==> src/rtl/data_cache_pkg.sv <==
// Shared constants and FSM encoding for the direct-mapped write-back data cache.
// Address split is {tag, index, word offset} on a 30-bit word address.
package data_cache_pkg;
    typedef enum logic [1:0] {
        IDLE      = 2'd0,
        WRITEBACK = 2'd1,
        ALLOCATE  = 2'd2
    } state_t;

    localparam int TAG_W   = 25;
    localparam int IDX_W   = 3;
    localparam int OFF_W   = 2;
    localparam int WORD_W  = 32;
    localparam int LINE_W  = 128;
    localparam int ADDR_W  = TAG_W + IDX_W + OFF_W;
    localparam int MADDR_W = TAG_W + IDX_W;
endpackage

==> src/rtl/data_cache_if.sv <==
// Processor-side and memory-side signals of the data cache in one bundle.
// The cache takes the slave view; the processor/memory environment takes the master view.
interface data_cache_if;
    import data_cache_pkg::*;

    logic                proc_ren;
    logic                proc_wen;
    logic [ADDR_W-1:0]   proc_addr;
    logic [WORD_W-1:0]   proc_wdata;
    logic                proc_stall;
    logic [WORD_W-1:0]   proc_rdata;
    logic                mem_read;
    logic                mem_write;
    logic [MADDR_W-1:0]  mem_addr;
    logic [LINE_W-1:0]   mem_wdata;
    logic [LINE_W-1:0]   mem_rdata;
    logic                mem_ready;

    modport slave (
        input  proc_ren, proc_wen, proc_addr, proc_wdata, mem_rdata, mem_ready,
        output proc_stall, proc_rdata, mem_read, mem_write, mem_addr, mem_wdata
    );

    modport master (
        output proc_ren, proc_wen, proc_addr, proc_wdata, mem_rdata, mem_ready,
        input  proc_stall, proc_rdata, mem_read, mem_write, mem_addr, mem_wdata
    );
endinterface

==> src/rtl/cache_line_sel.sv <==
// Combinational word access into one cache line: selects the addressed word
// and builds the line with that word replaced by the write data.
module cache_line_sel #(
    parameter int WORDS = 4
) (
    input  logic [WORDS*32-1:0]       i_line,
    input  logic [$clog2(WORDS)-1:0]  i_off,
    input  logic [31:0]               i_wdata,
    output logic [31:0]               o_rdata,
    output logic [WORDS*32-1:0]       o_line
);
    assign o_rdata = i_line[i_off*32 +: 32];

    always_comb begin
        o_line = i_line;
        o_line[i_off*32 +: 32] = i_wdata;
    end
endmodule

==> src/rtl/data_cache.sv <==
// Direct-mapped, write-back, write-allocate data cache with a blocking
// IDLE -> WRITEBACK -> ALLOCATE miss sequence; hits complete combinationally.
module data_cache
    import data_cache_pkg::*;
#(
    parameter int NUM_LINES      = 8,
    parameter int WORDS_PER_LINE = 4
) (
    input  logic         clk,
    input  logic         rst_n,
    data_cache_if.slave  bus
);
    state_t               r_state;
    logic [NUM_LINES-1:0] r_valid;
    logic [NUM_LINES-1:0] r_dirty;
    logic [TAG_W-1:0]     r_tag  [NUM_LINES];
    logic [LINE_W-1:0]    r_data [NUM_LINES];
    logic                 r_mem_read;
    logic                 r_mem_write;

    logic [TAG_W-1:0]     w_tag;
    logic [IDX_W-1:0]     w_idx;
    logic [OFF_W-1:0]     w_off;
    logic                 w_req;
    logic                 w_hit;
    logic                 w_miss;
    logic                 w_wr_hit;
    logic [WORD_W-1:0]    w_word;
    logic [LINE_W-1:0]    w_merged;

    assign w_tag    = bus.proc_addr[ADDR_W-1:IDX_W+OFF_W];
    assign w_idx    = bus.proc_addr[IDX_W+OFF_W-1:OFF_W];
    assign w_off    = bus.proc_addr[OFF_W-1:0];
    assign w_req    = bus.proc_ren | bus.proc_wen;
    assign w_hit    = r_valid[w_idx] && (r_tag[w_idx] == w_tag);
    assign w_miss   = w_req && !w_hit;
    assign w_wr_hit = (r_state == IDLE) && bus.proc_wen && w_hit;

    cache_line_sel #(.WORDS(WORDS_PER_LINE)) u_sel (
        .i_line  (r_data[w_idx]),
        .i_off   (w_off),
        .i_wdata (bus.proc_wdata),
        .o_rdata (w_word),
        .o_line  (w_merged)
    );

    // Reset masks the busy state combinationally so an aborted transfer drops at once.
    assign bus.proc_stall = (rst_n && (r_state != IDLE)) || w_miss;
    assign bus.proc_rdata = w_word;
    assign bus.mem_read   = r_mem_read  && rst_n;
    assign bus.mem_write  = r_mem_write && rst_n;
    assign bus.mem_addr   = (r_state == WRITEBACK) ? {r_tag[w_idx], w_idx}
                                                   : bus.proc_addr[ADDR_W-1:OFF_W];
    assign bus.mem_wdata  = r_data[w_idx];

    always_ff @(posedge clk) begin
        if (!rst_n) begin
            r_state     <= IDLE;
            r_valid     <= '0;
            r_dirty     <= '0;
            r_mem_read  <= 1'b0;
            r_mem_write <= 1'b0;
        end else begin
            case (r_state)
                IDLE: begin
                    if (w_miss) begin
                        if (r_valid[w_idx] && r_dirty[w_idx]) begin
                            r_state     <= WRITEBACK;
                            r_mem_write <= 1'b1;
                        end else begin
                            r_state     <= ALLOCATE;
                            r_mem_read  <= 1'b1;
                        end
                    end else if (w_wr_hit) begin
                        r_dirty[w_idx] <= 1'b1;
                    end
                end
                WRITEBACK: begin
                    if (bus.mem_ready) begin
                        r_dirty[w_idx] <= 1'b0;
                        r_state        <= ALLOCATE;
                        r_mem_write    <= 1'b0;
                        r_mem_read     <= 1'b1;
                    end
                end
                ALLOCATE: begin
                    if (bus.mem_ready) begin
                        r_valid[w_idx] <= 1'b1;
                        r_dirty[w_idx] <= 1'b0;
                        r_state        <= IDLE;
                        r_mem_read     <= 1'b0;
                    end
                end
                default: begin
                    r_state     <= IDLE;
                    r_mem_read  <= 1'b0;
                    r_mem_write <= 1'b0;
                end
            endcase
        end
    end

    // Tag and data arrays carry no reset; valid bits alone qualify them.
    always_ff @(posedge clk) begin
        if ((r_state == ALLOCATE) && bus.mem_ready) begin
            r_data[w_idx] <= bus.mem_rdata;
            r_tag[w_idx]  <= w_tag;
        end else if (w_wr_hit) begin
            r_data[w_idx] <= w_merged;
        end
    end
endmodule

==> src/flat_wrapper.sv <==
// flat-port wrapper written by rule: the top's interface ports become plain ports
module data_cache_flat import data_cache_pkg::*;
#(
    parameter int NUM_LINES      = 8,
    parameter int WORDS_PER_LINE = 4
)
  (clk, rst_n, bus_proc_ren, bus_proc_wen, bus_proc_addr, bus_proc_wdata, bus_mem_rdata, bus_mem_ready, bus_proc_stall, bus_proc_rdata, bus_mem_read, bus_mem_write, bus_mem_addr, bus_mem_wdata);
  data_cache_if bus_i ();
  input  logic clk;
  input  logic rst_n;
  input wire logic [$bits(bus_i.proc_ren)-1:0] bus_proc_ren;
  input wire logic [$bits(bus_i.proc_wen)-1:0] bus_proc_wen;
  input wire logic [$bits(bus_i.proc_addr)-1:0] bus_proc_addr;
  input wire logic [$bits(bus_i.proc_wdata)-1:0] bus_proc_wdata;
  input wire logic [$bits(bus_i.mem_rdata)-1:0] bus_mem_rdata;
  input wire logic [$bits(bus_i.mem_ready)-1:0] bus_mem_ready;
  output wire logic [$bits(bus_i.proc_stall)-1:0] bus_proc_stall;
  output wire logic [$bits(bus_i.proc_rdata)-1:0] bus_proc_rdata;
  output wire logic [$bits(bus_i.mem_read)-1:0] bus_mem_read;
  output wire logic [$bits(bus_i.mem_write)-1:0] bus_mem_write;
  output wire logic [$bits(bus_i.mem_addr)-1:0] bus_mem_addr;
  output wire logic [$bits(bus_i.mem_wdata)-1:0] bus_mem_wdata;
  assign bus_i.proc_ren = bus_proc_ren;
  assign bus_i.proc_wen = bus_proc_wen;
  assign bus_i.proc_addr = bus_proc_addr;
  assign bus_i.proc_wdata = bus_proc_wdata;
  assign bus_i.mem_rdata = bus_mem_rdata;
  assign bus_i.mem_ready = bus_mem_ready;
  assign bus_proc_stall = bus_i.proc_stall;
  assign bus_proc_rdata = bus_i.proc_rdata;
  assign bus_mem_read = bus_i.mem_read;
  assign bus_mem_write = bus_i.mem_write;
  assign bus_mem_addr = bus_i.mem_addr;
  assign bus_mem_wdata = bus_i.mem_wdata;
  data_cache #(.NUM_LINES(NUM_LINES), .WORDS_PER_LINE(WORDS_PER_LINE)) u_core (.clk(clk), .rst_n(rst_n), .bus(bus_i));
endmodule
==> config.mk <==
export PLATFORM = sky130hd
export DESIGN_NAME = data_cache_flat
export DESIGN_NICKNAME = d
export VERILOG_FILES = /design/src/rtl/data_cache_pkg.sv /design/src/rtl/data_cache_if.sv /design/src/rtl/cache_line_sel.sv /design/src/rtl/data_cache.sv /design/src/flat_wrapper.sv
export SDC_FILE = /design/constraint.sdc
export NUM_CORES = 1
export LEC_CHECK = 0
export CORE_MARGIN = 4
export CORE_UTILIZATION = 30
export CTS_BUF_LIST = sky130_fd_sc_hd__clkbuf_4
export CTS_CLUSTER_DIAMETER = 80
export DETAILED_ROUTE_END_ITERATION = 12
export PLACE_DENSITY = 0.5
export SLEW_MARGIN = 30
export SYNTH_ARGS = -nofsm -noshare
export SYNTH_HDL_FRONTEND = slang
export SYNTH_SLANG_ARGS = --single-unit
==> constraint.sdc <==
create_clock -name clk -period 8.9 [get_ports clk]
set_input_delay 1.335 -clock clk [delete_from_list [all_inputs] [get_ports clk]]
set_output_delay 1.335 -clock clk [all_outputs]
set_load 0.01 [all_outputs]
# == After elaboration in Yosys (flattened, before gate mapping) ==
# Memories as Yosys holds them, arrays and structs flattened.
# Cells that the tools add are included.
# totals
input_bits,195
out_inout_bits,191
mem_count,2
wordCells,83
reg_bits,20
mem_bits_rw,1224
# op_classes
eq_ne,11
n_mux,31
addsub,1
bitwise_logic,7
magnitude_cmp,2
shift,3
n_reduce_logical,21
# mem_list
name,depth,width,read_ports,rd_clocked_by_memory_dff,wr,line_no,text
u_core.r_data,8,128,1,0,1,data_cache.sv:17,logic [LINE_W-1:0] r_data [NUM_LINES];
u_core.r_tag,8,25,1,0,1,data_cache.sv:16,logic [TAG_W-1:0] r_tag [NUM_LINES];
# ops
cell,n
bitwise mux 128 bit,1
2-to-1 mux 128 bit,1
"variable shift 32 x 34 -> 128 bit, first input constant",1
variable part select 128 x 8 -> 32 bit,1
variable part select 32 x 34 -> 128 bit,1
negator 7 -> 34 bit,1
2-to-1 mux 28 bit,1
equality test 25 bit,1
2-to-1 mux 8 bit,3
bitwise OR 8 bit,2
case mux 8 bit (2 select lines),1
2-to-1 mux 1 bit,14
AND reduction 4 bit,3
logical AND 1 bit,10
"!= test 2 bit, second input constant",5
bitwise AND 8 bit,1
2-to-1 mux 2 bit,4
inverter 8 bit,1
binary-select mux 1 bit (select 3 bit),2
"!= test 2 x 1 -> 1 bit, second input constant",3
case mux 1 bit (3 select lines),2
case mux 2 bit (3 select lines),1
"less-than comparator 3 x 4 -> 1 bit, second input constant",1
nonzero test 2 bit,2
12 further kinds,13

# == Logic depth before layout (Yosys ltp) ==
# logic_depth
depth_word,8
ltp_mapped,14
depth_no_buf,9

# == Modules after synthesis ==
# From an unflattened synthesis, not the netlist that was laid out.
# unflattened
hier_cells,2969
area_unflattened_um2,50756.2
# modules_own_cells
mod,area_each_um2,seq_area_each_um2,cells_per_inst,instances
data_cache,47703.3,37155.6,2553,1
cache_line_sel,3052.9,0.0,416,1

# == Worst setup path after synthesis ==
# No wires, ideal clock.
# synth_path
kind,input port to flip-flop
from,input port bus_proc_addr[3]
to,memory u_core.r_data[0][0] (enable)
required_ps,8283
n_path_buf,4
path_slack_ps,-815
t_arrival_ps,9098
path_stages,13
setup_time_ps,617
cell_sequence,buf_6 -> buf_6 -> nand2_1 -> clkbuf_1 -> o22ai_1 -> a211oi_1 -> xnor2_1 -> nand4_1 -> nor4b_1 -> nand4_1 -> and2_1 -> clkbuf_1 -> nor2_1
# synth_between
elab_chain_cells,8
word_cells_on_any_way,10
classes_between,eq/ne (1); mux (5); bitwise (1); reduce/logical (2); memory (1)
# synth_rtl
item,line_no,text
start: declaration,flat_wrapper.sv:13,input wire logic [$bits(bus_i.proc_addr)-1:0] bus_proc_addr;
memory read (8 x 25 bit) or binary-select mux 1 bit (select 3 bit) (tied branches),n/a,
equality test 25 bit or 2-to-1 mux 1 bit (tied branches),data_cache.sv:35,assign w_hit = r_valid[w_idx] && (r_tag[w_idx] == w_tag);
logical AND 1 bit,data_cache.sv:35,
logical AND 1 bit,data_cache.sv:37,assign w_wr_hit = (r_state == IDLE) && bus.proc_wen && w_hit;
2-to-1 mux 1 bit,data_cache.sv:108,end else if (w_wr_hit) begin
2-to-1 mux 1 bit,data_cache.sv:105,if ((r_state == ALLOCATE) && bus.mem_ready) begin
2-to-1 mux 1 bit (implied by the code),data_cache.sv:109,r_data[w_idx] <= w_merged;
bitwise OR 1 bit (no line),n/a,
end: declaration,data_cache.sv:17,
# Several ways; a longest one is shown, not always the timed one. The select of a mux whose other input is x is not followed.

# == Final worst setup path ==
# layout_path
from,input port bus_proc_addr[3]
to,output port bus_proc_rdata[22]
# layout_between
elab_chain_cells,2
# layout_rtl
item,line_no,text
memory read (8 x 128 bit),n/a,
variable part select 128 x 8 -> 32 bit,cache_line_sel.sv:12,assign o_rdata = i_line[i_off*32 +: 32];
end: declaration,flat_wrapper.sv:18,output wire logic [$bits(bus_i.proc_rdata)-1:0] bus_proc_rdata;
# Every way passes these cells.

==> metrics <==
Worst setup SP type input port; Final Critical Period 6.78 ns; sequential area share after synthesis 0.723; setup TNS 0 ns; commonest non-fill, non-tap cell in the layout edfxtp_1; worst-margin pin slew 0.990 ns; final hold vios 0; CP Max Fanout 56; Critical Path Slowest Stage Cell nor2_4; Final Slew Violations 0; layout cell share with drive strength beyond 1 0.237; Yosys reg bits 1,244; register area 0.0372 mm^2; worst hold-check path type flip-flop to flip-flop; synth unique cells 61; row count 151; P per Cell Area 204 mW/mm^2; status finished clean; Top Layer Used met5; Critical Path, Cell by Cell clkbuf_8 > nand2b_1 > nor2_4 > buf_4 > a22o_1 > a221oi_1 > nand3_1 > mux4_2 > clkdlybuf4s50_1; final WL 179 mm; GPL Wtd Cong 0.785; Hold Slack 0.463 ns; CTS H-Tree Depth 5; Crit path max-delay family simple AND/OR/NAND/NOR gates; Fill cells 16,083; Wirelength per Cell approximately 29 um; required time of the critical path between 7 and 8 ns; die area 0.178 mm^2; CTS root buffer clkbuf_4; pin count of the biggest net entering global routing 129; Peak Freq 148 MHz; area grow syn2layout 21.6%; clk buf depth 4; IO Port Bufs around 390; post_cts resized 0; DR iter-0 viols 2,858; RSZ-0062 raised after global routing false; Tcrit/Tclk final 0.761; WP data arrival 5.44 ns; gate count after technology mapping 3,136; Buf+Inv Stages, Crit Path 3; Avg Cell Area, Syn 16.4 um^2; Post-Syn Nets 3,339; DR vias between 30,000 and 40,000; post-synthesis cell area 0.0514 mm^2; first-pass GRT wire length approximately 250 mm; endpoints failing setup 0; CTS tree built; top_reg_cell synth edfxtp_1; met2 WL 87.6 mm; Core Region ~0.17 mm^2; Post-CTS Hold Buffers 0; Post-synth EDFFs 1,224; Initial Util 0.302; gr usage total 0.195; peak supply drop 0.127 mV; initial antenna violation count 11; # Post-CTS Setup Buffers 0; WL met1 73.4 mm; async set-reset flop share out of synthesis 0; DRT Pass-1 Iters 7; Leak Pwr between 20 and 25 nW; Top Ports 386; vias per inst 5.18; critical path class input port to primary output; HPWL after DPL 108 mm; die width ~420 um; Largest stage delay, worst path 0.85 ns; max_cap viols 0; DR DRC count 0; NumNets Final 3,965; Overflow after GRT 0; Antenna Violating Nets Remaining 0; most frequent cells in the layout edfxtp_1, clkbuf_4, clkdlybuf4s50_1; vias in the first global route 32,159; Slew HR 0.340; Die H 422 um; TritonCTS Buffers 343; Synth warnings 0; clock slew at reported path FFs 0.06 ns; Sink Count 1,244; met3 wire len 10.4 mm; multi-input logic area between 0.01 and 0.015 mm^2; Worst Skew between 0.15 and 0.2 ns; Clock Latency Late Sink between 1 and 1.5 ns; CP Capture Type primary output
-- layer usage --
layer,global-route usage,up-vias
met3,0.0376,312
li1,-,13843
met1,0.249,16635
met4,0.0812,6
met5,0,-
met2,0.326,1279
-- cell families after synthesis --
family | synth area share
muxes | 0.117
adders and majority gates | 0.00195
buffers and inverters | 0.0291
AOI/OAI and AO/OA | 0.0871
and+or+nand+nor | 0.0371
DFF | 0.723
xor gates and xnor gates | 0.00443
-- final timing paths --
kind / startpoint / endpoint / slack (ns) / cells after the start
min reg2reg: u_core.r_valid[1]$_SDFFE_PN0P_ / u_core.r_valid[1]$_SDFFE_PN0P_ / 0.46 / 1
min: u_core.r_valid[1]$_SDFFE_PN0P_ / u_core.r_valid[1]$_SDFFE_PN0P_ / 0.46 / 1
max reg2reg: u_core.r_tag[4][24]$_DFFE_PP_ / u_core.r_data[7][14]$_DFFE_PP_ / 4.14 / 9
max: bus_proc_addr[3] / bus_proc_rdata[22] / 2.12 / 9
-- report_power, final --
group | leakage, nW | switching, mW | internal [mW]
logic | 7.53 | 0.784 | 0.494
clock network | 2.46 | 2.30 | 2.64
registers | 11.2 | 0.0158 | 6.51
-- layout make-up --
type | count | area share
tap | 2218 | 0.0444
multi-input combinational | 1548 | 0.207
clock buffer | 504 | 0.0606
clock inverter | 52 | 0.00463
inverter | 142 | 0.00855
timing repair buffer | 483 | 0.0793
antenna | 7 | 0.000280
sequential | 1244 | 0.595
-- cell usage after synthesis (9+ instances only) --
cell type	count	area share
clkbuf_1	125	0.0091
nand2_1	207	0.015
o22ai_1	18	0.0022
nor2_1	125	0.0091
mux2_2	69	0.015
nand4_1	29	0.0035
edfxtp_1	1224	0.72
mux2i_1	142	0.028
inv_1	141	0.010
nand3_1	31	0.0030
a222oi_1	19	0.0037
buf_2	30	0.0029
a221oi_1	67	0.011
mux2_4	120	0.035
a211oi_1	10	0.0015
a22oi_1	183	0.027
xor2_1	9	0.0015
a22o_1	21	0.0036
buf_6	18	0.0039
and2_1	10	0.0012
xnor2_1	17	0.0029
mux2_1	10	0.0022
dfxtp_1	20	0.0078
buf_1	21	0.0015
a21oi_1	82	0.0080
o21ai_0	184	0.018
a221o_1	26	0.0051
mux4_2	82	0.036
-- sequential cells by signal, summed over array words and instances, names as in the netlist, named ones only --
| register | flops |
|---|---|
| u_core.r_mem_write | 1 |
| u_core.r_state | 2 |
| u_core.r_data | 1024 |
| u_core.r_mem_read | 1 |
| u_core.r_tag | 200 |
| u_core.r_valid | 8 |
-- worst register-to-register path, stage by stage, from the launching register on --
cell and delay, ns:
edfxtp_1 0.36, mux2_1 0.31, a32o_1 0.22, a211oi_2 0.24, xor2_1 0.24, nor4b_1 0.63, nand4_1 0.57, and2_1 0.62
nor2_4 0.51, buf_4 0.67
-- metrics by stage --
step,worst slack [ns],power (mW),utilization,cells,instance area (um^2)
2_1_floorplan,-0.815,7.24,-,3136,51400
3_3_place_gp,1.60,7.94,0.343,5632,58300
3_5_place_dp,1.99,7.94,0.343,5634,58300
4_1_cts,2.15,12.9,0.367,6190,62400
5_1_grt,2.02,13.3,0.368,6196,62500
6_report,2.12,12.7,0.368,6198,62500
(Power assumes the default switching activity.)
